### src/rtl/pipe_stage_ctrl.sv
// pipe_stage_ctrl: sequencing controller for the 5-stage MIPS pipeline.
// Produces load-enable and bubble-insert controls for the PC and the four
// inter-stage registers. Events are resolved in priority order: syscall halt,
// multi-cycle memory wait, taken-branch squash, load-use stall. The block also
// keeps cycle/stall/squash statistics for the debug display.
module pipe_stage_ctrl #(
    parameter int MEM_LAT   = 1,   // data-memory latency in cycles, 1..16
    parameter int CNT_WIDTH = 32   // statistics counter width
) (
    input  logic                 clk,
    input  logic                 clr,
    input  logic                 mem_access,
    input  logic                 load_use,
    input  logic                 branch_taken,
    input  logic                 halt_req,
    input  logic                 go,
    output logic                 pc_en,
    output logic                 ifid_en,
    output logic                 idex_en,
    output logic                 exmem_en,
    output logic                 memwb_en,
    output logic                 ifid_flush,
    output logic                 idex_flush,
    output logic                 exmem_flush,
    output logic                 memwb_flush,
    output logic                 halted,
    output logic [CNT_WIDTH-1:0] cycle_cnt,
    output logic [CNT_WIDTH-1:0] stall_cnt,
    output logic [CNT_WIDTH-1:0] flush_cnt
);

    typedef enum logic [1:0] {
        RUN      = 2'd0,
        MEM_WAIT = 2'd1,
        HALT     = 2'd2
    } state_e;

    // Enables ordered {pc, ifid, idex, exmem, memwb}; flushes {ifid, idex, exmem, memwb}.
    typedef struct packed {
        logic [4:0] en;
        logic [3:0] fl;
        logic       squash;
    } ctrl_t;

    // A latency of 1 needs no stall; otherwise the first stall cycle is spent
    // in RUN, so the counter is loaded with the number of extra wait cycles.
    localparam bit         MEM_STALL_EN = (MEM_LAT > 1);
    localparam int         WAIT_INIT_I  = (MEM_LAT > 1) ? (MEM_LAT - 2) : 0;
    localparam logic [3:0] WAIT_INIT    = WAIT_INIT_I[3:0];

    // Freeze everything up to EX/MEM while WB receives a bubble.
    localparam ctrl_t CTRL_MEM_STALL = '{en: 5'b00001, fl: 4'b0001, squash: 1'b0};
    localparam ctrl_t CTRL_FROZEN    = '{en: 5'b00000, fl: 4'b0000, squash: 1'b0};
    localparam ctrl_t CTRL_DRAIN     = '{en: 5'b11111, fl: 4'b1111, squash: 1'b0};

    state_e               state_q, state_d;
    logic [3:0]           wait_q, wait_d;
    logic                 halted_q, halted_d;
    logic [CNT_WIDTH-1:0] cycle_cnt_q, cycle_cnt_d;
    logic [CNT_WIDTH-1:0] stall_cnt_q, stall_cnt_d;
    logic [CNT_WIDTH-1:0] flush_cnt_q, flush_cnt_d;
    ctrl_t                ctrl;

    // Advance-cycle resolution shared by RUN and the MEM_WAIT advance cycle.
    function automatic ctrl_t advance_ctrl(input logic br, input logic lu);
        ctrl_t c;
        if (br) begin
            // The load-use consumer sits in IF/ID and is squashed anyway.
            c = '{en: 5'b11111, fl: 4'b1100, squash: 1'b1};
        end else if (lu) begin
            c = '{en: 5'b00111, fl: 4'b0100, squash: 1'b0};
        end else begin
            c = '{en: 5'b11111, fl: 4'b0000, squash: 1'b0};
        end
        return c;
    endfunction

    // State register, wait counter, halted flag and statistics counters.
    always_ff @(posedge clk) begin
        // NOTE: sequential state uses non-blocking assignments so every flop
        // samples the pre-edge values regardless of statement order.
        if (clr) begin
            state_q     <= RUN;
            wait_q      <= 4'd0;
            halted_q    <= 1'b0;
            cycle_cnt_q <= '0;
            stall_cnt_q <= '0;
            flush_cnt_q <= '0;
        end else begin
            state_q     <= state_d;
            wait_q      <= wait_d;
            halted_q    <= halted_d;
            cycle_cnt_q <= cycle_cnt_d;
            stall_cnt_q <= stall_cnt_d;
            flush_cnt_q <= flush_cnt_d;
        end
    end

    // Next-state and wait-counter logic.
    always_comb begin
        // NOTE: every comb output gets a default first so no path infers a latch.
        state_d = state_q;
        wait_d  = wait_q;
        unique case (state_q)
            RUN: begin
                if (halt_req) begin
                    state_d = HALT;
                end else if (mem_access && MEM_STALL_EN) begin
                    state_d = MEM_WAIT;
                    wait_d  = WAIT_INIT;
                end
            end
            MEM_WAIT: begin
                if (wait_q != 4'd0) begin
                    wait_d = wait_q - 4'd1;
                end else begin
                    state_d = RUN;
                end
            end
            HALT: begin
                if (go) begin
                    state_d = RUN;
                end
            end
            default: begin
                state_d = RUN;
                wait_d  = 4'd0;
            end
        endcase
        halted_d = (state_d == HALT);
    end

    // Pipeline control outputs from state and inputs; clr forces a full drain.
    always_comb begin
        ctrl = CTRL_FROZEN;
        if (clr) begin
            ctrl = CTRL_DRAIN;
        end else begin
            unique case (state_q)
                RUN: begin
                    if (halt_req) begin
                        ctrl = CTRL_MEM_STALL;
                    end else if (mem_access && MEM_STALL_EN) begin
                        ctrl = CTRL_MEM_STALL;
                    end else begin
                        ctrl = advance_ctrl(branch_taken, load_use);
                    end
                end
                MEM_WAIT: begin
                    // mem_access is not re-examined on the advance cycle.
                    if (wait_q != 4'd0) begin
                        ctrl = CTRL_MEM_STALL;
                    end else begin
                        ctrl = advance_ctrl(branch_taken, load_use);
                    end
                end
                HALT:    ctrl = CTRL_FROZEN;
                default: ctrl = CTRL_FROZEN;
            endcase
        end
    end

    // Statistics: counted at the edge that ends the cycle; HALT cycles are not counted.
    always_comb begin
        cycle_cnt_d = cycle_cnt_q;
        stall_cnt_d = stall_cnt_q;
        flush_cnt_d = flush_cnt_q;
        if (state_q != HALT) begin
            cycle_cnt_d = cycle_cnt_q + CNT_WIDTH'(1);
            if (!ctrl.en[4]) begin
                stall_cnt_d = stall_cnt_q + CNT_WIDTH'(1);
            end
        end
        if (ctrl.squash) begin
            flush_cnt_d = flush_cnt_q + CNT_WIDTH'(1);
        end
    end

    assign {pc_en, ifid_en, idex_en, exmem_en, memwb_en}  = ctrl.en;
    assign {ifid_flush, idex_flush, exmem_flush, memwb_flush} = ctrl.fl;
    assign halted    = halted_q;
    assign cycle_cnt = cycle_cnt_q;
    assign stall_cnt = stall_cnt_q;
    assign flush_cnt = flush_cnt_q;

endmodule

### config.mk
export PLATFORM = sky130hd
export DESIGN_NAME = pipe_stage_ctrl
export DESIGN_NICKNAME = d
export VERILOG_FILES = /design/src/rtl/pipe_stage_ctrl.sv
export SDC_FILE = /design/constraint.sdc
export NUM_CORES = 1
export LEC_CHECK = 0
export ABC_AREA = 1
export CAP_MARGIN = 10
export CORE_UTILIZATION = 66
export CTS_BUF_LIST = sky130_fd_sc_hd__clkbuf_4
export DETAILED_ROUTE_END_ITERATION = 16
export DONT_BUFFER_PORTS = 1
export HOLD_SLACK_MARGIN = 0.08
export PLACE_DENSITY_LB_ADDON = 0.1
export SYNTH_ARGS = -nofsm -noshare
export SYNTH_HDL_FRONTEND = slang
export SYNTH_SLANG_ARGS = --single-unit
### constraint.sdc
create_clock -name clk -period 4 [get_ports clk]
set_input_delay 0.2 -clock clk [delete_from_list [all_inputs] [get_ports clk]]
set_output_delay 0.2 -clock clk [all_outputs]
set_load 0.01 [all_outputs]
==> metrics.md, run 1 <==
| Metric | Value |
|---|---|
| Post-DP HPWL | `about 10000 µm` |
| Setup TNS Final | `0 ns` |
| Post-synthesis register bit count | `103` |
| CP max stage delay | `about 0.57 ns` |
| Achievable Freq | `about 380 MHz` |
| Final Skew | `0.02406 ns` |
| Vias in the first global route | `5180` |
| Wire length per cell | `13.33 µm` |
| Final GP Congestion | `0.9101` |
| Max-slew violations | `0` |
| Nets | `roughly 950` |
| Area Overhead vs Synth | `3.262%` |
| CP max FO | `49` |
| Final Setup Violations | `0` |
| Mapped cell area | `5829 µm²` |
| Worst-case clock buffer depth | `2` |
| Synth Instances | `941` |
| H-tree Lvls | `3` |
| Root Driver | `clkbuf_4` |
| Sink Count | `103` |
| DR DRC count | `0` |
| Share of cells above drive strength 1 | `0.04686` |
| Clock slew at reported path FFs | `0.17 ns` |
| CTS Buf Count | `9` |
| Crit path cell chain | `dlygate4sd3_1, buf_12, inv_2, buf_4, nand2_1, a31o_2` |
| Vias per cell | `about 5.6` |
| Final Cycle Share | `0.6505` |
| Starting Density | `0.6955` |
| Synth area leader | `dfxtp_1` |
| YS warnings | `0` |
| All-layer global routing usage | `0.3040` |
| Slew HR | `0.4806` |
| Ports | `approximately 110` |
| Worst-margin pin slew | `0.7762 ns` |
| Vias post-DR | `5821` |
| WL final | `13920 µm` |
| Gr ovfl total | `0` |
| DRT antenna net count | `0` |
| Pwr Density | `between 200 and 300 nW/µm²` |
| Syn nets | `952` |
| Top cells by area, synth | `dfxtp_1, nand2_1, nor2_1` |
| Die Y | `approximately 96 µm` |
| Leakage | `~0.0021 µW` |
| Row Count | `33` |
| TritonCTS clock tree | `done` |
| Power consumption | `between 1500 and 2000 µW` |
| N_diodes | `0` |
| Min Tclk post-route | `2.602 ns` |
| RSZ-0062 raised after global routing | `no` |
| Iter 0 DRT Violations | `291` |
| Worst vdd ir | `192.9 µV` |
| Critical path's slowest cell | `dlygate4sd3_1` |
| Hold Crit Class | `primary input to flip-flop` |
| Status | `complete, no violations` |
| WS Path Type | `primary input to output pin` |
| Worst path required time | `3.80 ns` |
| Initial antenna violation count | `0` |
| Placed cell areas | `just under 6000 µm²` |
| Die X | `95.98 µm` |
| Cell area after layout | `approximately 6000 µm²` |
| Area share of the largest cell type after synthesis | `0.3537` |
| Die ar. | `9212 µm²` |
| Sequential fraction of the synthesis area | `0.3537` |
| Later-pin clock latency in the skew report | `0.45 ns` |
| DRT Pass-1 Iters | `7` |
| Final Hold Vio Count | `0` |
| First-pass GRT wire length | `22290 µm` |
| # Max-Cap Violations | `0` |
| WP data arrival | `2.40 ns` |
| Largest net degree at the start of global routing | `50` |
| Crit start category | `primary input` |
| Core ar. | `8382 µm²` |
| CP Capture Type | `output pin` |
| Port-buffer cells | `0` |
| Unique cell type count in the Yosys netlist | `32` |
| Syn avg cell area | `6.195 µm²` |
-- sequential cells by signal, summed over array words and instances (netlist names) --
register / cells
cycle_cnt: 32
flush_cnt: 32
stall_cnt: 32
wait_q: 4
state_q: 2
halted: 1
-- through the flow --
step	setup WS (ns)	utilization	instances	hold slack [ns]
detailed placement	1.832	0.6938	1023	0.2723
global route	1.357	0.7182	1044	0.1631
CTS	1.438	0.7182	1044	0.1290
floorplan	2.384	-	941	0.3891
global placement	1.923	0.6938	1023	0.2706
finish	1.398	0.7182	1044	0.1250
-- path summary, 6_finish.rpt --
check                              start                          to  slack, ns  depth (start not counted)
setup / recovery                     clr                  idex_flush       1.40                          6
setup reg to reg  wait_q[0]$_SDFFE_PP0P_  flush_cnt[13]$_SDFFE_PP0P_       1.72                          8
hold reg to reg   wait_q[0]$_SDFFE_PP0P_      wait_q[0]$_SDFFE_PP0P_       0.53                          2
hold / removal              branch_taken   flush_cnt[1]$_SDFFE_PP0P_       0.13                          5
-- cell families (layout without fill, tap and decap cells) --
logic type	Yosys count	in the layout	synth area share
simple gates	605	605	0.4392
buf+inv	123	121	0.08993
flops	103	103	0.3537
compound gates	82	82	0.07255
xor+xnor	24	24	0.03606
fa+ha+maj	4	4	0.008586
-- synth_stat cells --
cell type,number
inv_2,4
nand2_4,1
a21oi_2,1
and3_1,4
nand2_2,6
ha_1,4
buf_6,6
nand4_1,23
nand3b_1,3
dfxtp_1,103
xor2_1,13
a31o_2,1
or2_2,1
nor2_1,182
nor2_2,4
a21oi_1,57
buf_2,2
and2_1,2
nor3_1,23
nor2_4,6
nand3_2,3
a211oi_1,1
nand2_1,285
inv_1,95
o21ai_1,2
buf_4,4
a31oi_1,2
o21ai_0,18
xnor2_1,11
nand3_1,62
clkbuf_1,9
buf_1,3
-- routing by layer --
| metal | GRT usage | wire, µm | vias to the layer above |
|---|---|---|---|
| li1 | - | - | 2954 |
| met1 | 0.3596 | 5889 | 2631 |
| met2 | 0.5319 | 6614 | 205 |
| met3 | 0.07820 | 1155 | 31 |
| met4 | 0.1020 | 258 | 0 |
| met5 | 0 | 0 | - |
-- placed cells by master, fill, tap and decap left out, types with 2 or more instances in the layout --
cell           instances
nand3b_1               3
a21oi_1               57
clkbuf_4              10
nand2_2                6
a31oi_1                2
o21ai_1                2
nand3_1               62
nor3_1                23
nor2_1               182
xnor2_1               11
and3_1                 4
clkinvlp_4             2
inv_2                  4
o21ai_0               18
ha_1                   4
dfxtp_1              103
inv_1                 95
nand3_2                3
nand4_1               23
nand2_1              285
nor2_2                 4
xor2_1                13
dlygate4sd3_1          5
nor2_4                 6
and2_1                 2
-- critical path: cells and delay by family --
family | cells | cell delay, ns
and+or+nand+nor | 1 | 0.28
AOI/OAI and AO/OA | 1 | 0.32
buffers and inverters | 4 | 1.54
-- final cells by class --
type	instances	area [µm²]
well taps	105	131.4
inverters	99	371.6
multi-input cells	715	3243
clock inverters	5	58.81
fillers	752	2362
clock buffers	10	75.07
repair buffers	7	77.57
flip-flops and latches	103	2062
-- power breakdown --
| group | total [µW] | leakage (µW) | switching (µW) | internal, µW |
|---|---|---|---|---|
| combinational | 105 | 0.00124 | 79.5 | 26.0 |
| sequential | 1050 | 0.000831 | 15.6 | 1030 |
| clock | 543 | 0.0000689 | 346 | 196 |
-- timing repair --
item	4_1_cts	5_1_grt
hold endpoints to repair	62	0
gates resized for setup	0	0
hold buffers	6	0
setup buffers	0	0
Power figures use the tool's default switching activity.
==> run 2: changes to the inputs <==
--- a/config.mk
+++ b/config.mk
@@ -5,9 +5,9 @@
 export SDC_FILE = /design/constraint.sdc
 export NUM_CORES = 1
 export LEC_CHECK = 0
-export ABC_AREA = 1
+export ABC_AREA = 0
 export CAP_MARGIN = 10
-export CORE_UTILIZATION = 66
+export CORE_UTILIZATION = 59
 export CTS_BUF_LIST = sky130_fd_sc_hd__clkbuf_4
 export DETAILED_ROUTE_END_ITERATION = 16
 export DONT_BUFFER_PORTS = 1
==> constraint.sdc (replaced) <==
create_clock -name clk -period 2.3 [get_ports clk]
set_input_delay 0.115 -clock clk [delete_from_list [all_inputs] [get_ports clk]]
set_output_delay 0.115 -clock clk [all_outputs]
set_load 0.01 [all_outputs]
==> run 2 against run 1 <==
  * Final cell count shrank 31%
  * Power grew 76%
  * Critical path depth grew 1
  * Sequential share of layout area grew 3.5 points
  * Clock power grew 86%
  * First-iteration DRC count shrank 28%
  * Largest cell class unchanged
  * Synthesized area shrank 15%
  * Sequential cell count is the same
==> metrics.md, run 2 <==
| Metric | Value |
|---|---|
| RSZ-0062 raised after global routing | `no` |
| Pwr Density | `548.0 nW/µm² (+94%)` |
| Routed met1 length | `4769 µm (-19%)` |
| Later-pin clock latency in the skew report | `0.43 ns (-0.02 ns)` |
| Sequential cell area | `2062 µm² (unchanged)` |
| First-pass GRT wire length | `18080 µm (-19%)` |
| Die Y | `93.39 µm (-2.7%)` |
| Top Metal Used | `met4` |
| Metal2 WL | `5402 µm (-18%)` |
| Final GP Congestion | `0.8251 (-9.3%)` |
| Multi-input gate area | `2695 µm² (-17%)` |
| Top_reg_cell synth | `dfxtp_1` |
| Sink Count | `103 (unchanged)` |
| Placed cell areas | `5226 µm² (-10%)` |
| Cell area after layout | `5468 µm² (-9.2%)` |
| Postcts setup bufs | `0 (unchanged)` |
| Crit start category | `flip-flop` |
| Post-synth EDFFs | `0 (unchanged)` |
| Gr ovfl total | `0 (unchanged)` |
| Die ar. | `8721 µm² (-5.3%)` |
| Slack of the critical path | `0.1401 ns (-1.258 ns)` |
| Clock slew at reported path FFs | `0.16 ns (about the same)` |
| Vias post-DR | `4193 (-28%)` |
| Iter 0 DRT Violations | `210 (-28%)` |
| Post-synthesis register bit count | `103 (unchanged)` |
| Most common cell after layout, fill and taps aside | `dfxtp_1` |
| Max-slew violations | `0 (unchanged)` |
| DRT Pass-1 Iters | `4 (-3)` |
| CTS Buf Count | `9 (unchanged)` |
| All-layer global routing usage | `0.2572 (-0.04683)` |
| Final Skew | `0.02203 ns (-0.002031 ns)` |
| Met3 wire length | `639 µm (-45%)` |
| H-tree Lvls | `3 (unchanged)` |
| Nets | `622 (-34%)` |
| Vias in the first global route | `3955 (-24%)` |
| Vias per cell | `5.840 (+4.7%)` |
| DR DRC count | `0 (unchanged)` |
| Power consumption | `2996 µW (+76%)` |
| YS warnings | `0 (unchanged)` |
| Status | `complete, no violations` |
| Top cells by area, synth | `dfxtp_1, nor2_1, xnor2_1` |
| Share of cells above drive strength 1 | `0.1136 (+0.06678)` |
| WL final | `10920 µm (-22%)` |
| Core ar. | `7888 µm² (-5.9%)` |
| Syn nets | `595 (-38%)` |
| Min Tclk post-route | `2.160 ns` |
| DRT antenna net count | `0 (unchanged)` |
| Final Hold Vio Count | `0 (unchanged)` |
| Root Driver | `clkbuf_4` |
| Syn avg cell area | `8.437 µm² (+36%)` |
| Sequential fraction of the synthesis area | `0.4185 (+0.06476)` |
| Top-count cell post-synth | `dfxtp_1` |
| WP data arrival | `2.52 ns (+0.12 ns)` |
| Wire length per cell | `15.21 µm (+14%)` |
| CP max FO | `6 (-88%)` |
| N_diodes | `0 (unchanged)` |
| # Max-Cap Violations | `0 (unchanged)` |
| Worst-margin pin slew | `0.5042 ns (-0.2719 ns)` |
| Initial antenna violation count | `0 (unchanged)` |
| Post-DP HPWL | `7635 µm (-26%)` |
| Slew HR | `0.6628 (+0.1822)` |
| Setup TNS Final | `0 ns (unchanged)` |
| Worst vdd ir | `470.4 µV (+140%)` |
| WS Path Type | `flip-flop to flip-flop` |
| Final Setup Violations | `0 (unchanged)` |
| Number of fill cells | `677 (-10%)` |
| Ys async rst share | `0 (unchanged)` |
| Area share of the largest cell type after synthesis | `0.4185 (+0.06476)` |
| Die X | `93.39 µm (-2.7%)` |
| Worst-case clock buffer depth | `2 (unchanged)` |
| Worst path required time | `2.66 ns (-1.14 ns)` |
| Commonest non-fill, non-tap cells in the layout | `dfxtp_1, nor2_1, buf_4, xnor2_1, nand2_1` |
| DP Worst Slack | `0.1001 ns (-1.732 ns)` |
| Synth Instances | `584 (-38%)` |
| Unique cell type count in the Yosys netlist | `51 (+59%)` |
| Synth area leader | `dfxtp_1` |
| Largest net degree at the start of global routing | `107 (+110%)` |
| Area Overhead vs Synth | `10.97%` |
| Leakage | `0.001884 µW (-12%)` |
| CP Capture Type | `flip-flop` |
| Port-buffer cells | `0 (unchanged)` |
| Commonest cells post-synth | `dfxtp_1, nor2_1, xnor2_1` |
| Row Count | `32 (-3.0%)` |
| Ports | `113 (unchanged)` |
| Starting Density | `0.6247 (-0.07079)` |
| Final Cycle Share | `0.9391` |
| Achievable Freq | `463.0 MHz` |
| Hold Crit Class | `primary input to output pin` |
| Mapped cell area | `4927 µm² (-15%)` |
| TritonCTS clock tree | `done` |
run 2: logic make-up after synthesis:
| kind of cell | share of synthesized area |
|---|---|
| compound gates | 0.06628 |
| xor+xnor | 0.1315 |
| fa+ha+maj | 0.01016 |
| buf+inv | 0.03530 |
| flops | 0.4185 |
| mux | 0.008634 |
| simple gates | 0.3296 |
run 2: worst paths after layout:
kind	cells past startpoint	to	slack, ns	startpoint
max	7	stall_cnt[21]$_SDFFE_PP0P_	0.14	wait_q[0]$_SDFFE_PP0P_
min	0	exmem_flush	0.23	clr
max reg2reg	7	stall_cnt[21]$_SDFFE_PP0P_	0.14	wait_q[0]$_SDFFE_PP0P_
min reg2reg	2	wait_q[1]$_SDFFE_PP0P_	0.54	wait_q[1]$_SDFFE_PP0P_
run 2: power breakdown:
part	internal [µW]	total [µW]	switching (µW)
combinational	60.5	163	103
clock	451	1010	562
sequential	1800	1820	19.8
run 2: cell type report:
| type | count | area share |
|---|---|---|
| clock buffer | 10 | 0.01373 |
| clock inverter | 6 | 0.01556 |
| inverter | 12 | 0.008238 |
| multi-input combinational | 439 | 0.4929 |
| sequential | 103 | 0.3771 |
| tap | 102 | 0.02334 |
| timing repair buffer | 46 | 0.06911 |
run 2: per-layer routing:
layer	vias to the layer above	GRT usage
li1	2101	-
met1	1976	0.3062
met2	106	0.4473
met3	10	0.07724
met4	0	0.07179
met5	-	0
run 2: per-stage QoR:
step / hold slack [ns] / utilization / std cells
3_5_place_dp: 0.1939 / 0.6626 / 696
4_1_cts: 0.2019 / 0.6927 / 718
5_1_grt: 0.2301 / 0.6932 / 718
2_1_floorplan: 0.3218 / - / 584
3_3_place_gp: 0.1913 / 0.6626 / 696
6_report: 0.2302 / 0.6932 / 718
run 2: critical path, stage by stage (launching register included):
cell and delay (ns):
dfxtp_1 0.40, inv_1 0.06, ha_1 0.25, nor3b_1 0.17, and3_1 0.18, or4b_1 0.57, or3_1 0.34, a21oi_1 0.13
run 2: what timing repair did:
item / 4_1_cts / 5_1_grt
hold buffers: 6 / 0
setup endpoints to repair: 0 / 5
resized for setup: 0 / 1
hold endpoints to repair: 103 / 0
==> run 3: changes to the inputs <==
==> constraint.sdc (replaced) <==
create_clock -name clk -period 2.3 [get_ports clk]
set_input_delay 0.23 -clock clk [delete_from_list [all_inputs] [get_ports clk]]
set_output_delay 0.23 -clock clk [all_outputs]
set_load 0.01 [all_outputs]
==> run 3 against run 2 <==
  * Power increased by 3.1%
  * Sequential share of layout area about the same
  * Sequential power about the same
  * Largest cell class unchanged
  * Clock skew decreased by 0.0041 ns
  * Largest power group unchanged
==> metrics.md, run 3 (synthesis gave the netlist of run 2 again) <==
| Metric | Value |
|---|---|
| Pwr Density | `565.2 nW/µm² (+3.1%)` |
| WS Path Type | `flip-flop to output pin` |
| Sw Ratio | `0.2210 (-0.007269)` |
| Hold Path Depth | `3 (+3)` |
| Final Cycle Share | `0.9234 (-0.01570)` |
| CP max FO | `12 (+6)` |
| Status | `complete, no violations` |
| Vias post-DR | `4203 (+0.24%)` |
| HP Start | `clr` |
| Clock slew at reported path FFs | `0.14 ns (-0.02 ns)` |
| Hold endpoint | `wait_q[3]$_SDFFE_PP0P_` |
| Iter 0 DRT Violations | `205 (-2.4%)` |
| Post-DP HPWL | `7553 µm (-1.1%)` |
| Final Skew | `0.01789 ns (-0.004140 ns)` |
| Largest net degree at the start of global routing | `102 (-4.7%)` |
| # Max-Cap Violations | `0 (unchanged)` |
| Initial antenna violation count | `0 (unchanged)` |
| CP Capture Type | `output pin` |
| Critical path's slowest cell | `dfxtp_2` |
| Vias per cell | `5.878 (+0.66%)` |
| Die Y | `93.39 µm (unchanged)` |
| Reg2reg start | `wait_q[0]$_SDFFE_PP0P_` |
| DR DRC count | `0 (unchanged)` |
| Die ar. | `8721 µm² (unchanged)` |
| WP data arrival | `1.89 ns (-0.63 ns)` |
| N_diodes | `0 (unchanged)` |
| Final Setup Violations | `0 (unchanged)` |
| Worst R2R End | `stall_cnt[21]$_SDFFE_PP0P_` |
| Ports | `113 (unchanged)` |
| Crit start category | `flip-flop` |
| DRT antenna net count | `0 (unchanged)` |
| Share of cells above drive strength 1 | `0.1158 (+0.002187)` |
| Clock network fraction of total power | `0.360 (+0.022)` |
| Reg power frac | `0.589 (-0.019)` |
| Setup TNS Final | `0 ns (unchanged)` |
| Register-to-Register Path Depth | `7 (unchanged)` |
| Most common cell after layout, fill and taps aside | `dfxtp_1` |
| Sink Count | `103 (unchanged)` |
| Worst-margin pin slew | `0.5049 ns (+0.0007157 ns)` |
| Critical path startpoint | `wait_q[0]$_SDFFE_PP0P_` |
| CP max stage delay | `0.36 ns (-0.21 ns)` |
| Port-buffer cells | `0 (unchanged)` |
| Max-slew violations | `0 (unchanged)` |
| Final Hold Vio Count | `0 (unchanged)` |
| Hold Crit Class | `primary input to flip-flop` |
| Reg2reg setup slack | `0.18 ns (+0.04 ns)` |
| CTS Buf Count | `9 (unchanged)` |
| Slew HR | `0.6605 (-0.002352)` |
| Vias in the first global route | `3929 (-0.66%)` |
| Starting Density | `0.6247 (unchanged)` |
| Power Internal | `2406 µW (+4.1%)` |
| Gr ovfl total | `0 (unchanged)` |
| Worst vdd ir | `333.6 µV (-29%)` |
| Die X | `93.39 µm (unchanged)` |
| H-tree Lvls | `3 (unchanged)` |
| All-layer global routing usage | `0.2529 (-0.004307)` |
| Nets | `620 (-0.32%)` |
| Final hold slack | `0.1355 ns (-0.09478 ns)` |
| First-pass GRT wire length | `17770 µm (-1.7%)` |
| Core ar. | `7888 µm² (unchanged)` |
| Wire length per cell | `15.13 µm (-0.51%)` |
| Leakage | `0.001887 µW (+0.16%)` |
| Post-layout util | `0.6929 (about the same)` |
| DRT Pass-1 Iters | `4 (unchanged)` |
| Worst path required time | `2.07 ns (-0.59 ns)` |
| Commonest non-fill, non-tap cells in the layout | `dfxtp_1, nor2_1, buf_4, xnor2_1, nand2_1` |
| Worst-case clock buffer depth | `2 (unchanged)` |
| Crit path cell chain | `inv_1, ha_1, nand4bb_1, a211oi_1, buf_4, or2_2` |
| Root Driver | `clkbuf_4` |
| TritonCTS clock tree | `done` |
| Row Count | `32 (unchanged)` |
| Combinational power share | `0.051 (-0.003)` |
| WL final | `10820 µm (-0.92%)` |
| Area Overhead vs Synth | `10.92% (about the same)` |
| RSZ-0062 raised after global routing | `no` |
| Achievable Freq | `470.9 MHz (+1.7%)` |
| P_sw | `682.7 µW (-0.19%)` |
| Later-pin clock latency in the skew report | `0.43 ns (about the same)` |
| Final GP Congestion | `0.8365 (+1.4%)` |
| Min Tclk post-route | `2.124 ns (-0.03611 ns)` |
[run 3: changes by cell type in the layout (fill, tap and decap cells not counted), sizes merged]
| cell | previous run | this run |
|---|---|---|
| bufinv | 2 | 3 |
| clkbuf | 10 | 9 |
| clkinv | 3 | 2 |
| clkinvlp | 1 | 0 |
| dlygate4sd3 | 5 | 3 |
| inv | 12 | 13 |
[run 3: metrics by stage]
stage / power [µW] / instances / cell area [µm²] / setup slack, ns
after floorplan: 1965 / 584 / 4927 / 0.1254
after global placement: 1976 / 696 / 5226 / 0.1358
after detailed placement: 1980 / 696 / 5226 / 0.07424
after CTS: 3126 / 715 / 5460 / 0.04352
after global routing: 3216 / 715 / 5465 / 0.01385
final: 3089 / 715 / 5465 / 0.1762
[run 3: power groups by stage]
stage	Clock, µW	Sequential (µW)	Combinational (µW)
after floorplan	0	1860	102
after global placement	0	1860	118
after detailed placement	0	1860	121
after CTS	1150	1820	159
after global routing	1220	1820	172
final	1110	1820	157
[run 3: worst max-delay path, delay by kind of cell, from the launching register on]
kind	cells	cell delay, ns
DFF	1	0.36
adders and majority gates	1	0.22
AOI/OAI and AO/OA	1	0.26
buffers and inverters	2	0.29
and+or+nand+nor	2	0.34
[run 3: worst max path at each step]
stage / to / slack [ns] / cells past startpoint
3_3_place_gp: stall_cnt[31]$_SDFFE_PP0P_ / 0.14 / 7
4_1_cts: stall_cnt[29]$_SDFFE_PP0P_ / 0.04 / 7
6_report: ifid_en / 0.18 / 6
3_5_place_dp: stall_cnt[29]$_SDFFE_PP0P_ / 0.07 / 7
2_1_floorplan: stall_cnt[29]$_SDFFE_PP0P_ / 0.13 / 9
5_1_grt: pc_en / 0.01 / 6
[run 3: cell type report]
type                       count  area, µm²
clock buffer                   9      67.56
clock inverter                 6      108.9
fill                         648       2422
inverter                      12      45.04
multi-input combinational    439       2695
sequential                   103       2063
tap                          102      127.6
timing repair buffer          44      357.8
[run 3: per-layer routing]
layer	routed length, µm	track usage
met3	694	0.07236
met5	0	0
met1	4608	0.2878
met4	62	0.07436
met2	5454	0.4565
[run 3: what timing repair did]
| item | CTS | global route |
|---|---|---|
| resized for setup | 0 | 2 |
| hold buffers | 4 | 0 |
| buffers inserted | 0 | 0 |
| setup endpoints to repair | 0 | 9 |
| endpoints found under the hold margin | 100 | 0 |
